`config.mk`:
```
export PLATFORM = sky130hd
export DESIGN_NAME = seg_digit_rx
export DESIGN_NICKNAME = d
export VERILOG_FILES = /design/src/rtl/seg_digit_rx.sv
export SDC_FILE = /design/constraint.sdc
export NUM_CORES = 1
export LEC_CHECK = 0
export CELL_PAD_IN_SITES_DETAIL_PLACEMENT = 1
export CELL_PAD_IN_SITES_GLOBAL_PLACEMENT = 1
export CORE_MARGIN = 2
export CORE_UTILIZATION = 41
export CTS_CLUSTER_SIZE = 16
export DETAILED_ROUTE_END_ITERATION = 7
export GPL_TIMING_DRIVEN = 0
export PLACE_DENSITY = 0.77
export SLEW_MARGIN = 0
export SYNTH_ARGS = -nofsm -noshare
export SYNTH_HDL_FRONTEND = slang
export SYNTH_SLANG_ARGS = --single-unit
```
`constraint.sdc`:
```
create_clock -name clk -period 2.14 [get_ports clk]
set_clock_uncertainty 0.05 [all_clocks]
set_input_delay 0.214 -clock clk [delete_from_list [all_inputs] [get_ports clk]]
set_output_delay 0.214 -clock clk [all_outputs]
set_load 0.01 [all_outputs]
```
`src/rtl/seg_digit_rx.sv`:
```
// Seven-segment digit receiver: debounces an active-low segment bus, decodes
// stable hex glyphs and hands them to a consumer with a valid/ready handshake.
module seg_digit_rx #(
    parameter int STABLE_CYCLES = 4
) (
    input  logic       clk,
    input  logic       rst,
    input  logic [6:0] seg_L,
    input  logic       digit_ready,
    output logic       digit_valid,
    output logic [3:0] digit,
    output logic [7:0] pair,
    output logic       pattern_err
);

    typedef enum logic [1:0] {IDLE, FILTER, HOLD, WAIT} state_t;

    state_t     state;
    state_t     state_next;
    logic [6:0] s_reg;
    logic [6:0] cand;
    logic [6:0] glyph;
    logic [3:0] cnt;
    logic [3:0] decoded;
    logic       legal;
    logic       s_blank;
    logic       stable_hit;

    assign s_blank    = (s_reg == 7'h7F);
    assign glyph      = ~cand;
    assign stable_hit = (s_reg == cand) && (cnt == 4'(STABLE_CYCLES - 1));

    always_comb begin
        legal   = 1'b1;
        decoded = 4'h0;
        case (glyph)
            7'h3F: decoded = 4'h0;
            7'h06: decoded = 4'h1;
            7'h5B: decoded = 4'h2;
            7'h4F: decoded = 4'h3;
            7'h66: decoded = 4'h4;
            7'h6D: decoded = 4'h5;
            7'h7D: decoded = 4'h6;
            7'h07: decoded = 4'h7;
            7'h7F: decoded = 4'h8;
            7'h6F: decoded = 4'h9;
            7'h77: decoded = 4'hA;
            7'h7C: decoded = 4'hB;
            7'h39: decoded = 4'hC;
            7'h5E: decoded = 4'hD;
            7'h79: decoded = 4'hE;
            7'h71: decoded = 4'hF;
            default: legal = 1'b0;
        endcase
    end

    always_ff @(posedge clk) begin
        if (rst) begin
            state <= IDLE;
        end else begin
            state <= state_next;
        end
    end

    always_comb begin
        state_next = state;
        case (state)
            IDLE: begin
                if (!s_blank) state_next = FILTER;
            end
            FILTER: begin
                if (s_blank)         state_next = IDLE;
                else if (stable_hit) state_next = legal ? HOLD : WAIT;
            end
            HOLD: begin
                if (digit_ready) state_next = WAIT;
            end
            WAIT: begin
                if (s_blank)            state_next = IDLE;
                else if (s_reg != cand) state_next = FILTER;
            end
            default: state_next = IDLE;
        endcase
    end

    always_comb begin
        digit_valid = (state == HOLD);
    end

    // cand doubles as the "last reported pattern" while in WAIT, so a held
    // glyph is only reported once until the bus changes or blanks.
    always_ff @(posedge clk) begin
        if (rst) begin
            s_reg       <= 7'h7F;
            cand        <= 7'h7F;
            cnt         <= 4'd0;
            digit       <= 4'h0;
            pair        <= 8'h00;
            pattern_err <= 1'b0;
        end else begin
            s_reg       <= seg_L;
            pattern_err <= 1'b0;
            case (state)
                IDLE: begin
                    if (!s_blank) begin
                        cand <= s_reg;
                        cnt  <= 4'd1;
                    end
                end
                FILTER: begin
                    if (!s_blank) begin
                        if (s_reg != cand) begin
                            cand <= s_reg;
                            cnt  <= 4'd1;
                        end else begin
                            if (cnt != 4'hF) cnt <= cnt + 4'd1;
                            if (stable_hit) begin
                                if (legal) digit       <= decoded;
                                else       pattern_err <= 1'b1;
                            end
                        end
                    end
                end
                HOLD: begin
                    if (digit_ready) pair <= {pair[3:0], digit};
                end
                WAIT: begin
                    if (!s_blank && (s_reg != cand)) begin
                        cand <= s_reg;
                        cnt  <= 4'd1;
                    end
                end
                default: ;
            endcase
        end
    end

endmodule

```
# Word level (Yosys, flattened, before mapping)
# Cells that the tools add are included.
# totals
ff_bits	33
wordCells	79
# classes
addsub	1
n_eq_ne	32
mux	22
n_bitwise	5
reduce_logical	12
# ops
op	n
7-bit == test (second input constant)	13
4-bit case mux with 15 select lines	1
7-bit 2-to-1 mux	4
7-bit case mux with 3 select lines	1
4-bit 2-to-1 mux	5
16-bit OR reduction	1
5-bit AND reduction	3
7-bit by 3-bit == test with 1-bit output (second input constant)	2
7-bit by 6-bit == test with 1-bit output (second input constant)	2
2-bit 2-to-1 mux	6
4-bit case mux with 3 select lines	1
2-bit != test (second input constant)	5
3-bit != test (second input constant)	3
2-bit case mux with 4 select lines	1
7-bit == test	1
7-bit != test	1
7-bit NOT	1
5-bit OR reduction	1
4-bit by 1-bit adder with 4-bit output (second input constant)	1
2-bit == test (second input constant)	2
4-bit by 2-bit == test with 1-bit output (second input constant)	1
4-bit != test (second input constant)	1
1-bit NOT	4
4-bit AND reduction	1
other kinds (7)	10

# Depth between registers and ports, before layout
# Gate-level depths: netlist (run 1).
# depth
depth_word	8
depth_mapped	7

# Worst setup path before layout (run 1)
# No wires, ideal clock.
# synth_path
kind	register -> register
start	reg cnt[0]
end	reg digit[0]
arrival_ps	1762
required_time_ps	1969
path_slack_ps	206
path_stages_with_launch	7
cell_sequence	dfxtp_1 ha_1 nor2b_1 nor3b_1 nand2_1 a311oi_4 mux2_4
# synth_between
elab_chain_cells	3
# synth_lines
item	line	rtl
start, declared	23	logic [3:0] cnt;
start signal, assigned	116	if (cnt != 4'hF) cnt <= cnt + 4'd1;
4-bit by 2-bit == test with 1-bit output	31	assign stable_hit = (s_reg == cand) && (cnt == 4'(STABLE_CYCLES - 1));
1-bit logical AND	31	
5-bit AND reduction (no source line)	--	
end signal, assigned	118	if (legal) digit <= decoded;
end, declared	11	output logic [3:0] digit,
# Every way passes these cells.
# A chain may end at the register's enable or synchronous reset.

# Worst setup path after layout (run 1)
# layout_path
start	reg cand[4]
end	reg digit[2]
# layout_between
elab_chain_cells	5
elab_cells_between_ends	25
classes_between	eq/ne: 18; mux: 2; bitwise: 2; reduce/logical: 3
# layout_lines
item	line	rtl
start, declared	21	logic [6:0] cand;
start signal, assigned	106	cand <= s_reg;
start signal, assigned	113	cand <= s_reg;
start signal, assigned	129	cand <= s_reg;
7-bit NOT	30	assign glyph = ~cand;
7-bit == test (tied with other cells)	36	case (glyph)
16-bit OR reduction (no source line)	--	
1-bit 2-to-1 mux	36	
5-bit AND reduction (no source line)	--	
# Several ways; a longest one is shown, not always the timed one.

==> metrics, run 1 <==
outcome=completed; register area share after synthesis=0.352; M1 wire length=approximately 2400 um; Critical Path Source=cand[4]$_SDFFE_PP1P_; CTS tree=done; Post-CTS Hold Buffers=0; sequential share of power=0.483; Synth top cells by count=33 x dfxtp_1, 18 x nand3_1, 17 x nand2_1, 13 x a21oi_1; post-route cell area=roughly 2300 um2; cell taking the most area after synthesis=dfxtp_1; chip height=between 70 and 80 um; Clock Power Share=0.342; max cap viols=0; Switching Share=0.306; Mapped Area=about 1900 um2; met3 wire len=roughly 150 um; first-pass GRT wire length=8430 um; synth top area cells=dfxtp_1 35%, nand3_1 4.8%, nor2b_1 3.7%, a21oi_1 3.5%, nand2_1 3.4%; placed cell areas=approximately 2200 um2; detailed placer's ending HPWL=around 3500 um; power density over the cells=roughly 610 nW/um2; Top Metal Used=met4; final count of negative-setup-slack endpoints=0; vias in the first global route=approximately 1800; router iterations before antenna repair=4; Iteration-0 DRC Markers=77; H-tree levels=2; synthesis warning total=0; Yosys top cell area share=0.352; Post-synth EDFFs=0; Die X=around 70 um; share of layout cells above drive strength 1=0.195; starting density of the core=0.429; row cnt=24; GRT Residual Overflow=0; CTS max path bufs=2; FF+latch count, synth=33; largest net degree at the start of global routing=12; LEAKAGE=0.814 nW; crit-path max FO=10; Top-Level Pins=24; max frequency=between 400 and 500 MHz; post-place setup slack=-0.0755 ns; share of flip-flops with an asynchronous set or reset=0; max reg flops=8; Clock Latency Late Sink=around 0.3 ns; gr usage total=0.210; shortest period the worst path allows=2.06 ns; Synth Area per Inst=around 9 um2; Vias/cell=between 5 and 6; antenna violations before repair=0; Total Power=~1.4 mW; Clock transition at path regs=about 0.080 ns; R2R cell count=6; CP endpoint=digit[2]$_SDFFE_PP0P_; Reg2Reg Capture Point=digit[2]$_SDFFE_PP0P_; nets@finish=between 200 and 300; TritonCTS buffer count=5; Hold Worst Slack=around 0.32 ns; Slew @ Worst Pin=just under 0.7 ns; Layout Utilization=0.523; Worst Slack Setup Final=between 0.07 and 0.08 ns; final hold violations=0; Reg2Reg Setup Slack=approximately 0.080 ns; mean routed wirelength per cell=16.6 um; synth unique cells=roughly 60; cells after synthesis=between 200 and 250; clk root buf=clkbuf_8; IO Port Bufs=22; met2 WL post-DR=about 2300 um; Crit Path Class=flip-flop to flip-flop; Layout area overhead=22.1%; core box area=4380 um2; Combinational Power Share=0.175; CTS Sinks=33; WP data arrival=2.20 ns; worst min path class=input port to flip-flop; WP data required=between 2 and 2.5 ns; post-detailed-route DRC marker count=0; ANT nets after route=0; Final Slew Violations=0; Final period util=0.963; n_diodes=0; Worst setup EP type=flip-flop; largest vdd supply drop=approximately 0.5 mV; Crit Reg-Reg Startpoint=cand[4]$_SDFFE_PP1P_; Net Count, Synth=between 200 and 250; slew margin rel.=0.541; CP startpoint kind=flip-flop; GPL Wtd Cong=roughly 0.84; DRT Wirelength=a little under 5000 um; top_reg_cell synth=dfxtp_1; internal power=roughly 970 uW; via count=around 1700; P_sw=around 430 uW; die area=slightly above 5000 um2; top-count cell post-synth=dfxtp_1
==> power by group through the flow <==
stage	logic, mW	clock network, mW	registers, mW
final	0.246	0.481	0.678
after global routing	0.267	0.517	0.683
after CTS	0.239	0.492	0.676
after detailed placement	0.238	0	0.690
after global placement	0.233	0	0.689
after floorplan	0.180	0	0.679
==> worst max-delay path, stage by stage, from the launching register on <==
cell and delay (ns):
dfxtp_1 0.46, buf_6 0.20, and3_1 0.22, a22oi_1 0.09, and2_4 0.21, a311oi_4 0.40, mux2_4 0.33
==> layer usage <==
layer,global-route usage,up-vias
met2,0.344,30
met4,0.0692,0
li1,-,838
met1,0.273,823
met5,0,-
met3,0.0478,6
==> placed cells by master (no fill, tap or decap), drive strengths merged, types with 2 or more instances in the layout <==
| cell type | n |
|---|---|
| dfxtp | 33 |
| clkdlybuf4s50 | 22 |
| nand3 | 18 |
| nand2 | 17 |
| a21oi | 13 |
| nor2 | 11 |
| nor2b | 11 |
| clkbuf | 11 |
| buf | 10 |
| xnor2 | 8 |
| or2 | 8 |
| a211o | 7 |
| a31oi | 5 |
| o21ai | 5 |
| nor3 | 5 |
| nand2b | 4 |
| and3 | 4 |
| inv | 4 |
| nand4 | 4 |
| nor4b | 3 |
| and2 | 3 |
| nor3b | 3 |
| and2b | 2 |
| a211oi | 2 |
| mux2i | 2 |
| o311ai | 2 |
| mux2 | 2 |
| clkinv | 2 |
| and4bb | 2 |
| a311oi | 2 |
==> per-stage QoR <==
stage | instances | setup TNS, ns
final | 298 | 0
after global routing | 298 | -0.00508
after CTS | 296 | 0
after detailed placement | 288 | -0.149
after global placement | 288 | -0.0667
after floorplan | 214 | 0
==> cell type report <==
cell class	instances	area, um2
plain buffers	14	90.1
clock buffers	5	68.8
multi-input cells	163	1140
fillers	523	2090
inverters	4	15.0
flip-flops and latches	33	666
repair buffers	24	235
well taps	52	65.1
clock inverters	3	17.5
==> how the worst min path moves through the flow <==
| stage | start | to | slack (ns) | depth (start not counted) |
|---|---|---|---|---|
| finish | digit_ready | pair[6]$_SDFFE_PP0P_ | 0.32 | 3 |
| global route | digit_ready | pair[2]$_SDFFE_PP0P_ | 0.34 | 3 |
| CTS | digit_ready | pair[4]$_SDFFE_PP0P_ | 0.32 | 3 |
| detailed placement | pair[5]$_SDFFE_PP0P_ | pair[5]$_SDFFE_PP0P_ | 0.40 | 2 |
| global placement | pair[4]$_SDFFE_PP0P_ | pair[4]$_SDFFE_PP0P_ | 0.39 | 2 |
| floorplan | seg_L[0] | s_reg[0]$_SDFF_PP1_ | 0.27 | 1 |
==> timing repair <==
action                     CTS  global route
resized for setup            2            10
pin swaps                    0             1
setup buffers                0             2
setup endpoints to repair    3             5
==> cell families after synthesis <==
family | count (synthesis) | synth area share
buffers and inverters | 18 | 0.0526
and+or+nand+nor | 102 | 0.335
AOI/OAI and AO/OA | 47 | 0.182
xor gates and xnor gates | 9 | 0.0459
DFF | 33 | 0.352
muxes | 4 | 0.0266
adders and majority gates | 1 | 0.00666
(Power assumes the default switching activity.)
==> inputs of run 2 (changes only) <==
--- a/config.mk
+++ b/config.mk
@@ -8,10 +8,9 @@
 export CELL_PAD_IN_SITES_DETAIL_PLACEMENT = 1
 export CELL_PAD_IN_SITES_GLOBAL_PLACEMENT = 1
-export CORE_MARGIN = 2
-export CORE_UTILIZATION = 41
+export CORE_UTILIZATION = 37
 export CTS_CLUSTER_SIZE = 16
 export DETAILED_ROUTE_END_ITERATION = 7
 export GPL_TIMING_DRIVEN = 0
-export PLACE_DENSITY = 0.77
+export PLACE_DENSITY = 0.73
 export SLEW_MARGIN = 0
 export SYNTH_ARGS = -nofsm -noshare
==> constraint.sdc (replaced) <==
create_clock -name clk -period 1.65 [get_ports clk]
set_clock_uncertainty 0.05 [all_clocks]
set_input_delay 0.165 -clock clk [delete_from_list [all_inputs] [get_ports clk]]
set_output_delay 0.165 -clock clk [all_outputs]
set_load 0.1 [all_outputs]
==> metrics, run 2 (synthesis gave the netlist of run 1 again) <==
Vias/cell=between 5 and 6; core box area=slightly below 5000 um2; Hold Worst Slack=0.269 ns; CTS max path bufs=2; Iteration-0 DRC Markers=98; shortest period the worst path allows=1.96 ns; Clock transition at path regs=around 0.07 ns; Crit Path Class=flip-flop to flip-flop; R2R cell count=6; gr usage total=0.217; Total Power=2.23 mW; WP data arrival=around 2.1 ns; Post-CTS Hold Buffers=0; most frequent cells in the layout=24 x dfxtp_1, 18 x buf_4, 16 x nand3_1, 16 x nand2_1; Setup TNS Final=-2.04 ns; largest net degree at the start of global routing=12; max reg flops=8; commonest non-fill, non-tap cell in the layout=dfxtp_1; router iterations before antenna repair=4; failing checks=negative setup slack; Final period util=1.19; Worst setup EP type=flip-flop; outcome=complete, but fails checks; post-detailed-route DRC marker count=0; CTS Sinks=33; WP data required=between 1.5 and 2 ns; antenna violations before repair=0; placed cell areas=2270 um2; slew margin rel.=0.590; Worst Slack Setup Final=-0.306 ns; CTS tree=done; Clock Latency Late Sink=0.29 ns; crit-path max FO=10; Top-Level Pins=24; final count of negative-setup-slack endpoints=16; Layout area overhead=43.8%; die area=about 5400 um2; Final Slew Violations=0; share of layout cells above drive strength 1=0.360; detailed placer's ending HPWL=approximately 3500 um; worst min path class=input port to flip-flop; vias in the first global route=approximately 1800; power density over the cells=approximately 830 nW/um2; TritonCTS buffer count=5; starting density of the core=0.390; fillers=between 500 and 600; WHS Path Cells=3; GPL Wtd Cong=approximately 0.8; GRT Residual Overflow=0; nets@finish=between 200 and 300; clk root buf=clkbuf_8; Slew @ Worst Pin=roughly 0.6 ns; CP startpoint kind=flip-flop; first-pass GRT wire length=8900 um; max frequency=between 500 and 600 MHz; chip height=about 73 um; post-route cell area=2700 um2; via count=approximately 1800; post-place setup slack=-0.646 ns; RSZ-0062 raised after global routing=yes; H-tree levels=2; largest vdd supply drop=~0.62 mV; mean routed wirelength per cell=approximately 17 um; IO Port Bufs=22; DRT Wirelength=about 5700 um; final hold violations=0; ANT nets after route=0; n_diodes=0; row cnt=25; LEAKAGE=~1.0 nW; max cap viols=0; Die X=between 70 and 80 um
[run 2: per-layer routing]
metal  global-route usage  routed length, um  up-vias
met4               0.0523                133        0
li1                     -                  -      871
met1                0.288               2520      874
met5                    0                  0        -
met3               0.0412                190       14
met2                0.362               2870       46
[run 2: final cells by class]
type | instances | area [um2] | area share
sequential | 33 | 687 | 0.254
tap | 67 | 83.8 | 0.0310
timing repair buffer | 42 | 410 | 0.152
inverter | 4 | 15.0 | 0.00556
multi-input combinational | 163 | 1240 | 0.459
buffer | 14 | 133 | 0.0491
clock buffer | 5 | 68.8 | 0.0255
clock inverter | 3 | 65.1 | 0.0241
[run 2: metrics by stage]
step | instances | util
finish | 331 | 0.561
global route | 331 | 0.561
CTS | 325 | 0.536
detailed placement | 303 | 0.472
global placement | 303 | 0.472
floorplan | 214 | -
[run 2: what timing repair did]
action                                  in CTS  in global routing
pin swaps                                   18                 12
endpoints found under the setup margin      30                 21
gates cloned                                 2                  1
buffers inserted                            12                  5
resized for setup                           63                 15
[run 2: where the power goes]
group,switching (mW),internal [mW],total (mW)
combinational,0.217,0.216,0.433
clock,0.306,0.600,0.906
sequential,0.0608,0.830,0.891
total,0.584,1.65,2.23
[run 2: critical path: stages, from the launching register on]
cell,delay (ns)
dfxtp_1,0.38
buf_6,0.19
and3_1,0.24
a22oi_1,0.09
and2_4,0.18
a311oi_4,0.41
mux2_4,0.33
[run 2: path summary, 6_finish.rpt]
path | start | to | slack [ns]
worst max register to register | cand[6]$_SDFFE_PP1P_ | digit[0]$_SDFFE_PP0P_ | -0.31
worst min-delay path | digit_ready | pair[6]$_SDFFE_PP0P_ | 0.27
worst max-delay path | cand[6]$_SDFFE_PP1P_ | digit[0]$_SDFFE_PP0P_ | -0.31
worst min register to register | pair[6]$_SDFFE_PP0P_ | pair[6]$_SDFFE_PP0P_ | 0.41
